--- config.mk ---
export PLATFORM = sky130hd
export DESIGN_NAME = vga_fb_prefetch_ctrl_flat
export DESIGN_NICKNAME = d
export VERILOG_FILES = /design/src/rtl/vga_fb_prefetch_ctrl_if.sv /design/src/rtl/vga_fb_prefetch_ctrl.sv /design/src/flat_wrapper.sv
export SDC_FILE = /design/constraint.sdc
export NUM_CORES = 1
export LEC_CHECK = 0
export BUFFER_PORTS_ARGS = -buffer_cell sky130_fd_sc_hd__buf_2
export CORE_MARGIN = 5
export CORE_UTILIZATION = 30
export DETAILED_ROUTE_END_ITERATION = 8
export PLACE_DENSITY = 0.6
export SLEW_MARGIN = 30
export SYNTH_ARGS = -nofsm -noshare
export SYNTH_HDL_FRONTEND = slang
export SYNTH_SLANG_ARGS = --single-unit
export TNS_END_PERCENT = 100
--- constraint.sdc ---
create_clock -name clk_sys -period 5.31 [get_ports clk_sys]
set_input_delay 1.062 -clock clk_sys [delete_from_list [all_inputs] [get_ports clk_sys]]
set_output_delay 1.062 -clock clk_sys [all_outputs]
set_load 0.02 [all_outputs]
--- src/rtl/vga_fb_prefetch_ctrl_if.sv ---
// Memory read port and FIFO write port of the frame-buffer prefetch controller.
// master = prefetch controller, slave = memory controller / FIFO side.
interface vga_fb_prefetch_ctrl_if #(
  parameter int unsigned AW = 19,
  parameter int unsigned DW = 16
) ();
  logic          mem_req;
  logic [AW-1:0] mem_addr;
  logic          mem_ready;
  logic          mem_rvalid;
  logic [DW-1:0] mem_rdata;
  logic [DW-1:0] fifo_din;
  logic          fifo_write;
  logic          fifo_full;
  logic          fifo_afull;

  modport master (
    output mem_req, mem_addr, fifo_din, fifo_write,
    input  mem_ready, mem_rvalid, mem_rdata, fifo_full, fifo_afull
  );

  modport slave (
    input  mem_req, mem_addr, fifo_din, fifo_write,
    output mem_ready, mem_rvalid, mem_rdata, fifo_full, fifo_afull
  );
endinterface

--- src/rtl/vga_fb_prefetch_ctrl.sv ---
// Frame-buffer prefetch scheduler: sequential memory reads pushed into the VGA pixel FIFO.
// Define VGA_FB_STAT_EN to implement the frame_cnt counter and sticky err_ovf flag.
module vga_fb_prefetch_ctrl #(
  parameter int unsigned   AW         = 19,
  parameter int unsigned   DW         = 16,
  parameter int unsigned   H_RES      = 640,
  parameter int unsigned   V_RES      = 480,
  parameter logic [AW-1:0] BASE_ADDR  = '0,
  parameter int unsigned   MAX_OUTSTD = 4
) (
  input  logic                   clk_sys,
  input  logic                   rst_sys_n,
  input  logic                   enable,
  input  logic                   frame_start,
  vga_fb_prefetch_ctrl_if.master bus,
  output logic                   busy,
  output logic [15:0]            frame_cnt,
  output logic                   err_ovf
);

  localparam int unsigned     FrameWords  = H_RES * V_RES;
  localparam int unsigned     CntW        = $clog2(FrameWords + 1);
  localparam logic [CntW-1:0] FrameWordsC = CntW'(FrameWords);
  localparam logic [3:0]      MaxOutstd   = 4'(MAX_OUTSTD);

  typedef enum logic [1:0] {StIdle, StRun, StWaitEof, StFlush} state_e;

  state_e          state_q, state_d;
  logic            mem_req_q, mem_req_d;
  logic [AW-1:0]   mem_addr_q, mem_addr_d;
  logic [CntW-1:0] req_cnt_q, req_cnt_d;
  logic [3:0]      outstd_q, outstd_d;
  logic            fifo_write_q, fifo_write_d;
  logic [DW-1:0]   fifo_din_q, fifo_din_d;
  logic            accept, ret_ok;

  always_comb begin
    accept = mem_req_q & bus.mem_ready;
    // Returns with nothing outstanding belong to requests issued before a reset.
    ret_ok = bus.mem_rvalid & (outstd_q != 4'd0);

    state_d      = state_q;
    mem_addr_d   = accept ? mem_addr_q + AW'(1) : mem_addr_q;
    req_cnt_d    = accept ? req_cnt_q + CntW'(1) : req_cnt_q;
    outstd_d     = outstd_q + {3'b000, accept} - {3'b000, ret_ok};
    fifo_write_d = 1'b0;
    fifo_din_d   = fifo_din_q;

    if (ret_ok && (state_q == StRun || state_q == StWaitEof)) begin
      fifo_write_d = 1'b1;
      fifo_din_d   = bus.mem_rdata;
    end

    case (state_q)
      StIdle: begin
        if (frame_start && enable) begin
          state_d    = StRun;
          mem_addr_d = BASE_ADDR;
          req_cnt_d  = '0;
        end
      end
      StRun: begin
        if (frame_start) begin
          state_d = StFlush;
        end else if (accept && req_cnt_d == FrameWordsC) begin
          state_d = StWaitEof;
        end
      end
      StWaitEof: begin
        if (frame_start) begin
          state_d = StFlush;
        end else if (outstd_q == 4'd0) begin
          state_d = StIdle;
        end
      end
      StFlush: begin
        if (outstd_q == 4'd0 && !mem_req_q) begin
          state_d    = StRun;
          mem_addr_d = BASE_ADDR;
          req_cnt_d  = '0;
        end
      end
      default: state_d = StIdle;
    endcase

    // A request already on the bus is never retracted, even when leaving RUN.
    if (mem_req_q && !bus.mem_ready) begin
      mem_req_d = 1'b1;
    end else begin
      mem_req_d = (state_d == StRun) && enable && !bus.fifo_afull &&
                  (outstd_d < MaxOutstd) && (req_cnt_d < FrameWordsC);
    end
  end

  always_ff @(posedge clk_sys or negedge rst_sys_n) begin
    if (!rst_sys_n) begin
      state_q      <= StIdle;
      mem_req_q    <= 1'b0;
      mem_addr_q   <= BASE_ADDR;
      req_cnt_q    <= '0;
      outstd_q     <= 4'd0;
      fifo_write_q <= 1'b0;
      fifo_din_q   <= '0;
    end else begin
      state_q      <= state_d;
      mem_req_q    <= mem_req_d;
      mem_addr_q   <= mem_addr_d;
      req_cnt_q    <= req_cnt_d;
      outstd_q     <= outstd_d;
      fifo_write_q <= fifo_write_d;
      fifo_din_q   <= fifo_din_d;
    end
  end

  assign bus.mem_req    = mem_req_q;
  assign bus.mem_addr   = mem_addr_q;
  assign bus.fifo_write = fifo_write_q;
  assign bus.fifo_din   = fifo_din_q;
  assign busy           = (state_q != StIdle);

`ifdef VGA_FB_STAT_EN
  logic [15:0] frame_cnt_q, frame_cnt_d;
  logic        err_ovf_q, err_ovf_d;
  logic        frame_done;

  assign frame_done = (state_q == StWaitEof) && (state_d == StIdle);

  always_comb begin
    frame_cnt_d = frame_cnt_q + 16'(frame_done);
    // A write issued into a full FIFO is lost; remember it until reset.
    err_ovf_d   = err_ovf_q | (fifo_write_q & bus.fifo_full);
  end

  always_ff @(posedge clk_sys or negedge rst_sys_n) begin
    if (!rst_sys_n) begin
      frame_cnt_q <= 16'd0;
      err_ovf_q   <= 1'b0;
    end else begin
      frame_cnt_q <= frame_cnt_d;
      err_ovf_q   <= err_ovf_d;
    end
  end

  assign frame_cnt = frame_cnt_q;
  assign err_ovf   = err_ovf_q;
`else
  logic unused_fifo_full;
  assign unused_fifo_full = bus.fifo_full;
  assign frame_cnt        = 16'd0;
  assign err_ovf          = 1'b0;
`endif

endmodule

--- src/flat_wrapper.sv ---
// flat-port wrapper written by rule: the top's interface ports become plain ports
module vga_fb_prefetch_ctrl_flat 
#(
  parameter int unsigned   AW         = 19,
  parameter int unsigned   DW         = 16,
  parameter int unsigned   H_RES      = 640,
  parameter int unsigned   V_RES      = 480,
  parameter logic [AW-1:0] BASE_ADDR  = '0,
  parameter int unsigned   MAX_OUTSTD = 4
)
  (clk_sys, rst_sys_n, enable, frame_start, busy, frame_cnt, err_ovf, bus_mem_req, bus_mem_addr, bus_fifo_din, bus_fifo_write, bus_mem_ready, bus_mem_rvalid, bus_mem_rdata, bus_fifo_full, bus_fifo_afull);
  vga_fb_prefetch_ctrl_if #(.AW(AW), .DW(DW)) bus_i ();
  input  logic clk_sys;
  input  logic rst_sys_n;
  input  logic enable;
  input  logic frame_start;
  output logic busy;
  output logic [15:0] frame_cnt;
  output logic err_ovf;
  output wire logic [$bits(bus_i.mem_req)-1:0] bus_mem_req;
  output wire logic [$bits(bus_i.mem_addr)-1:0] bus_mem_addr;
  output wire logic [$bits(bus_i.fifo_din)-1:0] bus_fifo_din;
  output wire logic [$bits(bus_i.fifo_write)-1:0] bus_fifo_write;
  input wire logic [$bits(bus_i.mem_ready)-1:0] bus_mem_ready;
  input wire logic [$bits(bus_i.mem_rvalid)-1:0] bus_mem_rvalid;
  input wire logic [$bits(bus_i.mem_rdata)-1:0] bus_mem_rdata;
  input wire logic [$bits(bus_i.fifo_full)-1:0] bus_fifo_full;
  input wire logic [$bits(bus_i.fifo_afull)-1:0] bus_fifo_afull;
  assign bus_mem_req = bus_i.mem_req;
  assign bus_mem_addr = bus_i.mem_addr;
  assign bus_fifo_din = bus_i.fifo_din;
  assign bus_fifo_write = bus_i.fifo_write;
  assign bus_i.mem_ready = bus_mem_ready;
  assign bus_i.mem_rvalid = bus_mem_rvalid;
  assign bus_i.mem_rdata = bus_mem_rdata;
  assign bus_i.fifo_full = bus_fifo_full;
  assign bus_i.fifo_afull = bus_fifo_afull;
  vga_fb_prefetch_ctrl #(.AW(AW), .DW(DW), .H_RES(H_RES), .V_RES(V_RES), .BASE_ADDR(BASE_ADDR), .MAX_OUTSTD(MAX_OUTSTD)) u_core (.clk_sys(clk_sys), .rst_sys_n(rst_sys_n), .enable(enable), .frame_start(frame_start), .bus(bus_i), .busy(busy), .frame_cnt(frame_cnt), .err_ovf(err_ovf));
endmodule
==> results summary, run 1 <==
Across every metal layer, demand over resource in global routing totals 10.7%. Per report_power, the combinational group accounts for 35.8% of the total. The die is 119 microns wide. The share of cell area taken by muxes after synthesis is 5.06%. The parity-gate share of the synthesized area counting xor and xnor cells is 9.10%. The first detailed-routing pass took 4 iterations. The final clock period utilization by the worst path is 55.9%. The startpoint identified for the worst register-to-register timing path is u_core.outstd_q[2].

On the critical path, the stage with the largest delay is an instance of a221oi_4. The adder and majority cell fraction of the synthesized area came out at 4.43%. The register bit total from synthesis is 62. The core footprint is 0.0115 sq mm. The floorplan has 39 rows. Net switching is between 30% and 40% of the power.

The clock tree from TritonCTS is done. The total clock sinks is 62. The number of port buffers is 60. The routed design has slightly above 7 mm of wire. The required time reported for the critical path endpoint came out at 5570 ps. The summed area of non-filler cells in the final layout is 0.00420 sq mm. The initial cell density of the core came out at a little under a third. The startpoint identified for the worst hold timing path is u_core.bus.fifo_din[14].

Measured in cells, the most critical reg-to-reg path has a length of 10. The fill cell total of the finished layout is 1154. Setup repair after global routing left no endpoint under its margin. Routability-driven placement finished with a final weighted congestion of 0.760. The instance area at placement came out at 0.00392 sq mm.

For this run, the leading register cell type out of synthesis is dfrtp_1. The hold-critical path depth came out at 1. The clock skew is 4.20 ps. The share of post-route cells with drive strength above 1 came out at roughly 25%.

The number of antenna diodes in the final layout is 0. The first global-routing pass estimated 12.6 mm of wire. After synthesis, the largest family of logic cells by area is simple AND/OR/NAND/NOR gates. The endpoint identified for the worst register-to-register timing path is u_core.bus.mem_req. The die outline area came out at 0.0141 sq mm. Across the VDD grid, the largest voltage drop is 0.159 mV. The share of synthesized cell area in and, or, nand and nor gates came out at 21.0%. The later pin in the worst-skew pair is clocked with a latency of roughly 320 ps. Counting every instance in the synthesized netlist gives 353. The proportion of synthesized chip area in sequential cells is 43.6%.

The time the final worst path needs with I/O delays and setup is just under 3000 ps. The number of synthesized flops with an enable pin is 0. The I/O pin count is 79. The overall power after layout came out at 1.87 mW. The part of the power in registers is 34.2%. Relative to the synthesized area, the layout overhead comes to 18.1%. The buffer depth of the longest clock path came out at 2. The power per unit of standard cell area came out at 445 mW/mm^2. The synthesized area per cell came out at 10.1 sq um. The path class of the lowest-slack min-delay path is reg -> reg. For flop-to-flop paths, the worst setup slack is 2340 ps.

Traced cell by cell, the critical path runs through inv_1 -> ha_1 -> or4b_1 -> a221oi_4 -> buf_4 -> nor2_1 -> a31o_2 -> o31a_1 -> o21ai_1 -> a41o_1. The layout net count is 444. The number of vias in the routed layout is 2653. Counting the buffers created by CTS gives 9. The total of endpoints with negative setup slack in the final report is 0. The number of global-route vias before repair came to around 2700. Measured along the y axis, the die boundary spans 119 microns. The number of placed instances with taps included is 540.

The detailed-route vias per instance is 4.77. For hold timing, the worst endpoint is u_core.bus.fifo_din[14]. STA classifies the critical path endpoint as a register.

The highest cell delay on the worst timing path came out at approximately 640 ps. In this run the worst path has a maximum fanout of 28. Global routing finished with a remaining overflow of 0. The achievable clock frequency came out at 0.337 GHz. The clock network fraction of design power is ~30%.

The power dissipated by switching net loads came out at 682 uW. The max-slew headroom at the worst pin came out at 47.0%. The count of endpoints failing hold in the final timing report is 0. The cell internal power dissipation came out at 1.19 mW.

In this run the number of H-tree levels came out at 3. In this run, distinct cell masters in the synthesized netlist total 59. In this run the static leakage power is 1.99 nW. The number of antenna violations at the first check in global routing is 0. The final non-filler cell total is 556. The sum of negative setup slack came out at 0 ps. The critical path launch point type is a register. The share of the synthesized area in compound gates (AO/OA/AOI/OAI) is roughly 8.9%. The clock slew seen by the registers of the worst setup and hold paths is 50 ps. The cell at the root of the clock tree is clkbuf_16. The final max-slew violation count came out at 0. The run finished with clean final reports. The number of cells upsized or downsized after cts is 0.

Hold timing on the final database bottoms out at a slack of around 500 ps. The dominant delay contributor by cell family on the critical path is compound AO/OA/AOI/OAI gates. The per-cell routed wire length is 13.1 microns.

Hold repair after CTS inserted 0 buffers. The cell area that synthesis handed to floorplanning was approximately 0.0036 sq mm. The count of unresolved DRC violations after routing is 0.

The maximum number of pins on one net before global-route repair came out at between 60 and 70. Across the run, the number of max-cap violations was 0. Detailed placement ended at an HPWL of 5.20 mm. By startpoint and endpoint, the worst setup path is classified as reg -> reg. The number of nets with antenna violations after detailed routing is 0.

The post-CTS setup buffer count came out at 0. Yosys printed 0 warnings. The number of buffers and inverters on the critical path came out at 2. The slew at the pin with the worst max-slew slack came out at 795 ps. For this block, the initial DRC count from the detailed router was 186. The share of synthesized registers carrying an async set or reset came out at 100%. The arrival time at the worst endpoint is 3230 ps.
-- worst max-delay path by stage --
| stage | cells after the start | from | end | slack (ps) |
|---|---|---|---|---|
| final | 10 | u_core.outstd_q[2] | u_core.bus.mem_req | 2340 |
| after global routing | 10 | u_core.outstd_q[2] | u_core.bus.mem_req | 2100 |
| after CTS | 10 | u_core.outstd_q[2] | u_core.bus.mem_req | 2300 |
| after detailed placement | 9 | frame_start | u_core.bus.mem_req | 2100 |
| after global placement | 9 | bus_mem_ready | u_core.bus.mem_req | 2110 |
| after floorplan | 9 | bus_mem_ready | u_core.bus.mem_req | 2480 |
-- per-stage QoR --
stage / utilization, % / setup WS [ps]
floorplan: - / 2480
global placement: 34.0 / 2110
detailed placement: 34.0 / 2100
CTS: 36.5 / 2300
global route: 36.5 / 2100
finish: 36.5 / 2340
-- layer usage --
metal	vias up	track usage [%]	wire length, microns
met1	1269	14.5	3580
met4	0	4.78	72
met3	6	2.80	386
met5	-	0	0
met2	64	16.1	3220
li1	1314	-	-
-- power by group through the flow --
stage               clock network, mW  logic [mW]  registers (mW)
floorplan                           0       0.395           0.729
global placement                    0       0.668           0.643
detailed placement                  0       0.684           0.648
CTS                             0.576       0.685           0.641
global route                    0.604       0.745           0.656
finish                          0.561       0.670           0.640
-- cell usage in the layout, fill, tap and decap left out, drive strengths merged, types with 2 or more instances in the layout --
cell type,n
and4,5
a31oi,2
nor2,40
clkinv,2
nor4b,2
xnor2,14
xor2,23
and3,8
dfrtp,62
o31ai,4
nor3,4
a21oi,8
ha,11
mux2,16
o21ai,5
nand3,14
inv,19
buf,62
nand4,16
a311oi,3
or4,3
nand2,24
conb,17
o22ai,2
clkbuf,12
and2,5
a211oi,4
nor4,4
a21o,2
-- registers in the layout (all words and copies together), names as in the netlist --
name,flops
u_core.bus.mem_addr,19
u_core.req_cnt_q,19
u_core.bus.fifo_din,16
u_core.outstd_q,4
u_core.state_q,2
u_core.bus.fifo_write,1
u_core.bus.mem_req,1
-- cells by family after synthesis --
family / after synthesis
adders and majority gates: 12
and+or+nand+nor: 132
xor gates and xnor gates: 37
DFF: 62
other: 1
buffers and inverters: 53
AOI/OAI and AO/OA: 40
muxes: 16
-- area by class of cell --
cell class	instances	area, sq um	share of cell area [%]
flip-flops and latches	62	1550	36.9
clock buffers	12	236	5.63
repair buffers	62	315	7.50
well taps	143	179	4.26
clock inverters	4	47.5	1.13
inverters	19	71.3	1.70
multi-input cells	254	1800	42.9
-- synthesized netlist by cell type (2+ instances only) --
library cell | n | share of area [%]
xor2_1 | 23 | 5.7
ha_1 | 11 | 3.9
a211oi_1 | 4 | 0.84
and3_1 | 8 | 1.4
a21o_1 | 2 | 0.42
nor4b_1 | 2 | 0.49
buf_1 | 3 | 0.32
buf_4 | 17 | 3.6
nand2_1 | 23 | 2.4
o31ai_4 | 2 | 1.2
nor3_1 | 4 | 0.56
nor4_1 | 2 | 0.35
or4_1 | 3 | 0.63
a311oi_1 | 3 | 0.74
inv_1 | 19 | 2.0
mux2_2 | 16 | 5.1
clkbuf_1 | 8 | 0.84
nor4_4 | 2 | 1.2
a21oi_1 | 8 | 1.1
buf_2 | 5 | 0.70
a31oi_1 | 2 | 0.35
nand4_1 | 14 | 2.5
dfrtp_1 | 62 | 44
nor2_1 | 40 | 4.2
o21ai_0 | 3 | 0.42
and4_1 | 5 | 1.2
xnor2_1 | 14 | 3.4
o22ai_1 | 2 | 0.35
nand3_1 | 12 | 1.7
and2_1 | 4 | 0.70
o31ai_1 | 2 | 0.42
-- worst register-to-register path, cell delays in order, from the launching register on --
cell      delay, ps
dfrtp_1         350
inv_1            80
ha_1            170
or4b_1          510
a221oi_4        640
buf_4           410
nor2_1           80
a31o_2          250
o31a_1          110
o21ai_1         130
a41o_1          170
Note: power is estimated with default switching activity, not from simulation.
==> run 2: changes to the inputs <==
--- a/config.mk
+++ b/config.mk
@@ -5,6 +5,7 @@
 export SDC_FILE = /design/constraint.sdc
 export NUM_CORES = 1
 export LEC_CHECK = 0
+export ABC_AREA = 1
 export BUFFER_PORTS_ARGS = -buffer_cell sky130_fd_sc_hd__buf_2
 export CORE_MARGIN = 5
 export CORE_UTILIZATION = 30
==> constraint.sdc (replaced) <==
create_clock -name clk_sys -period 3.1 [get_ports clk_sys]
set_input_delay 0.62 -clock clk_sys [delete_from_list [all_inputs] [get_ports clk_sys]]
set_output_delay 0.62 -clock clk_sys [all_outputs]
set_load 0.02 [all_outputs]
==> run 2 against run 1 <==
Flip-flop and latch count is the same; via count up 20%; critical path depth up 6; fmax grew 9.5%; utilization decreased by 0.19 points; routed wire length is 15% higher; total power increased by 73%; combinational power grew 73%; sequential power is 70% higher.
==> results summary, run 2 <==
Along the worst path, the maximum fanout reaches 4. In this run, CTS created clock tree buffers numbering 9. STA classifies the critical path startpoint as a register. The synthesized design spends more area on one cell type than any other, namely dfrtp_1. Counting I/O delays and the setup requirement, the final critical path takes 2710 ps. The total of endpoints with negative setup slack in the final report came out at 0.

The synthesized area per cell is about 7.4 sq um. The placement row count is 40. The share of the synthesized area in compound gates (AO/OA/AOI/OAI) came out at 4.22%. TritonCTS built the clock tree. The width of the chip is roughly 120 microns.

For the final routed database, the setup TNS stands at 0 ps. The final max-slew violation count is 0. For this configuration, the core starts out at a cell density of 30.5%. The slew at the pin with the worst max-slew slack came out at 779 ps. After detailed routing, the number of vias per cell comes to 4.50. The number of hold buffers added after CTS was 0. The cell with the most instances after synthesis is nand2_1. The count of unresolved DRC violations after routing is 0. The longest clock path from root to sink contains 2 buffers. Yosys attributes the largest share of cell area to dfrtp_1, nand2_1, nor2_1, inv_1, ha_1.

Post-CTS repair changed the size of 0 cells. The H-tree was split into 3 levels. In the synthesized netlist the async set-or-reset flop fraction comes to 100%. In this run the cell area of the synthesized design comes to 0.00365 sq mm.

The clock slew seen by the registers of the worst setup and hold paths came out at 60 ps. In this run, synthesis produced a sequential element count of 62. Based on the critical path, the design can be clocked at up to 0.369 GHz. Once detailed placement completed, the half-perimeter wirelength came to 6.25 mm. The first-pass GRT wire length is between 10 and 15 mm. The number of buffers and inverters on the critical path came out at 3.

The proportion of synthesized chip area in sequential cells is a little over two fifths. The worst vdd rail ir drop came out at 0.499 mV. The number of nets with antenna violations after detailed routing is 0. The final clock period utilization by the worst path came out at 87.4%. The maximum number of pins on one net before global-route repair came out at 63.

The post-CTS setup buffer count came out at 0. In this run the worst hold path is classified as in -> async. The repair_antennas step left the layout with diodes totalling 0. On the critical path the largest part of the delay comes from adder cells. The required time reported for the critical path endpoint is 3370 ps. The share of cell area taken by muxes after synthesis came out at 0%. The library cell used most frequently in the layout, excluding fill and tap cells, is nand2_1. In the synthesized netlist, the cells that appear most often are nand2_1, nor2_1, dfrtp_1. The number of vias in the routed layout came out at 3192. By area, the combinational part of the netlist is dominated by simple AND/OR/NAND/NOR gates. The arrival time at the worst endpoint came out at approximately 3000 ps. The die is 120 microns tall.

Among all flip-flop cells after synthesis, the most frequent one is dfrtp_1. The adder and majority cell fraction of the synthesized area is under 10%. The synthesized netlist devotes under 10% of its cell area to XOR and XNOR gates. The weighted congestion reported at the end of routability-driven placement is 0.875. After detailed routing, the average wire length per cell comes to 11.7 microns. The synthesized design contains 0 enable-type register cells.

The run finished with clean final reports. The area growth from synthesis to layout is 19.1%. The proportion of netlist area held by the largest area contributor is between 40% and 50%. Power spread over the standard cell area amounts to about 740 mW/mm^2.

The share of post-route cells with drive strength above 1 is between 15 and 20%. The aggregate routed wire length is 8.31 mm. The worst setup path is captured at a register. The number of global-route vias before repair came out at around 3100. The clock insertion delay at the later pin of the skew report is 330 ps. The leakage power summed over all cells is about 2.2 nW. By startpoint and endpoint, the worst setup path is classified as reg -> reg. The share of synthesized cell area in and, or, nand and nor gates came out at between 30% and 40%. Setup repair after global routing left no endpoint under its margin.

The highest cell delay on the worst timing path came out at 380 ps. The clock skew came out at 6.97 ps. For this run, the post-layout net count is 593.

For this run, the number of Yosys warnings is 0. The instance area at placement is 0.00405 sq mm. The die outline area came out at ~0.014 sq mm. Input and output buffers added on the ports amount to 60. The length of the first detailed-routing pass in iterations came out at 4.

The summed area of non-filler cells in the final layout is 0.00434 sq mm. The max-cap violation count is 0. The total congestion overflow came out at 0. The I/O pin count came out at 79.

In the layout the commonest cells are nand2_1, nor2_1, dfrtp_1. Synthesis produced a netlist whose cell count is 491. The slowest cell on the critical path is fa_1.

Yosys mapped the design onto 37 distinct sky130hd cell types. The count of endpoints failing hold in the final timing report is 0. The max-slew headroom at the worst pin is 48.1%. The total clock sinks is 62. The core footprint came out at 0.0120 sq mm. After the first detailed-routing iteration, the DRC count stood at 169. The total track usage came out at about an eighth. The root buffer cell chosen for the clock tree is clkbuf_16. The number of antenna violations at the first check in global routing is 0. The signal on the critical path passes through inv_1 -> ha_1 -> nand2_1 -> nor2_1 -> nor2_1 -> ha_1 -> inv_1 -> ha_1 -> inv_1 -> fa_1 -> xnor2_1 -> nor4b_1 -> nand3_1 -> nor2_1 -> nand2_1 -> nand2_1.
[run 2: per-stage QoR]
stage          power, mW  setup slack [ps]  hold slack, ps  instances  util [%]
6_report            3.23               391             463        709      36.3
4_1_cts             3.28               367             465        709      36.3
3_3_place_gp        2.23               462             457        693      33.9
5_1_grt             3.46               126             483        709      36.3
3_5_place_dp        2.27               388             464        693      33.9
2_1_floorplan       1.90               677             324        507         -
[run 2: cell families (layout without fill, tap and decap cells)]
| logic type | after synthesis | after routing |
|---|---|---|
| AOI/OAI and AO/OA | 28 | 28 |
| adders and majority gates | 12 | 12 |
| other | 1 | 17 |
| DFF | 62 | 62 |
| and+or+nand+nor | 286 | 286 |
| xor gates and xnor gates | 15 | 15 |
| buffers and inverters | 87 | 142 |
[run 2: final cells by class]
cell class                 count  area, sq um
clock buffer                  10          229
clock inverter                 6         62.6
fill                        1234         7620
inverter                      64          240
multi-input combinational    358         1760
sequential                    62         1550
tap                          147          184
timing repair buffer          62          315
[run 2: where the power goes]
| part | switching [mW] | internal (mW) | leakage [nW] |
|---|---|---|---|
| Sequential | 0.110 | 0.980 | 0.826 |
| Clock | 0.367 | 0.618 | 0.134 |
| Combinational | 0.804 | 0.351 | 1.27 |
| Total | 1.28 | 1.95 | 2.23 |
[run 2: final timing paths]
kind / depth (start not counted) / slack [ps] / from / end
setup / recovery: 16 / 390 / u_core.outstd_q[2] / u_core.bus.mem_req
hold / removal: 2 / 460 / rst_sys_n / u_core.req_cnt_q[0]
setup reg to reg: 16 / 390 / u_core.outstd_q[2] / u_core.bus.mem_req
hold reg to reg: 2 / 480 / u_core.bus.fifo_din[6] / u_core.bus.fifo_din[6]
max in group asynchronous: 2 / 2140 / rst_sys_n / u_core.req_cnt_q[18]
min in group clk_sys: 2 / 480 / u_core.bus.fifo_din[6] / u_core.bus.fifo_din[6]
[run 2: per-layer routing]
metal,track usage (%),wire [microns],vias up
met5,0,0,-
met4,7.29,339,0
li1,-,-,1615
met2,19.1,3860,87
met3,3.46,515,22
met1,14.6,3600,1468
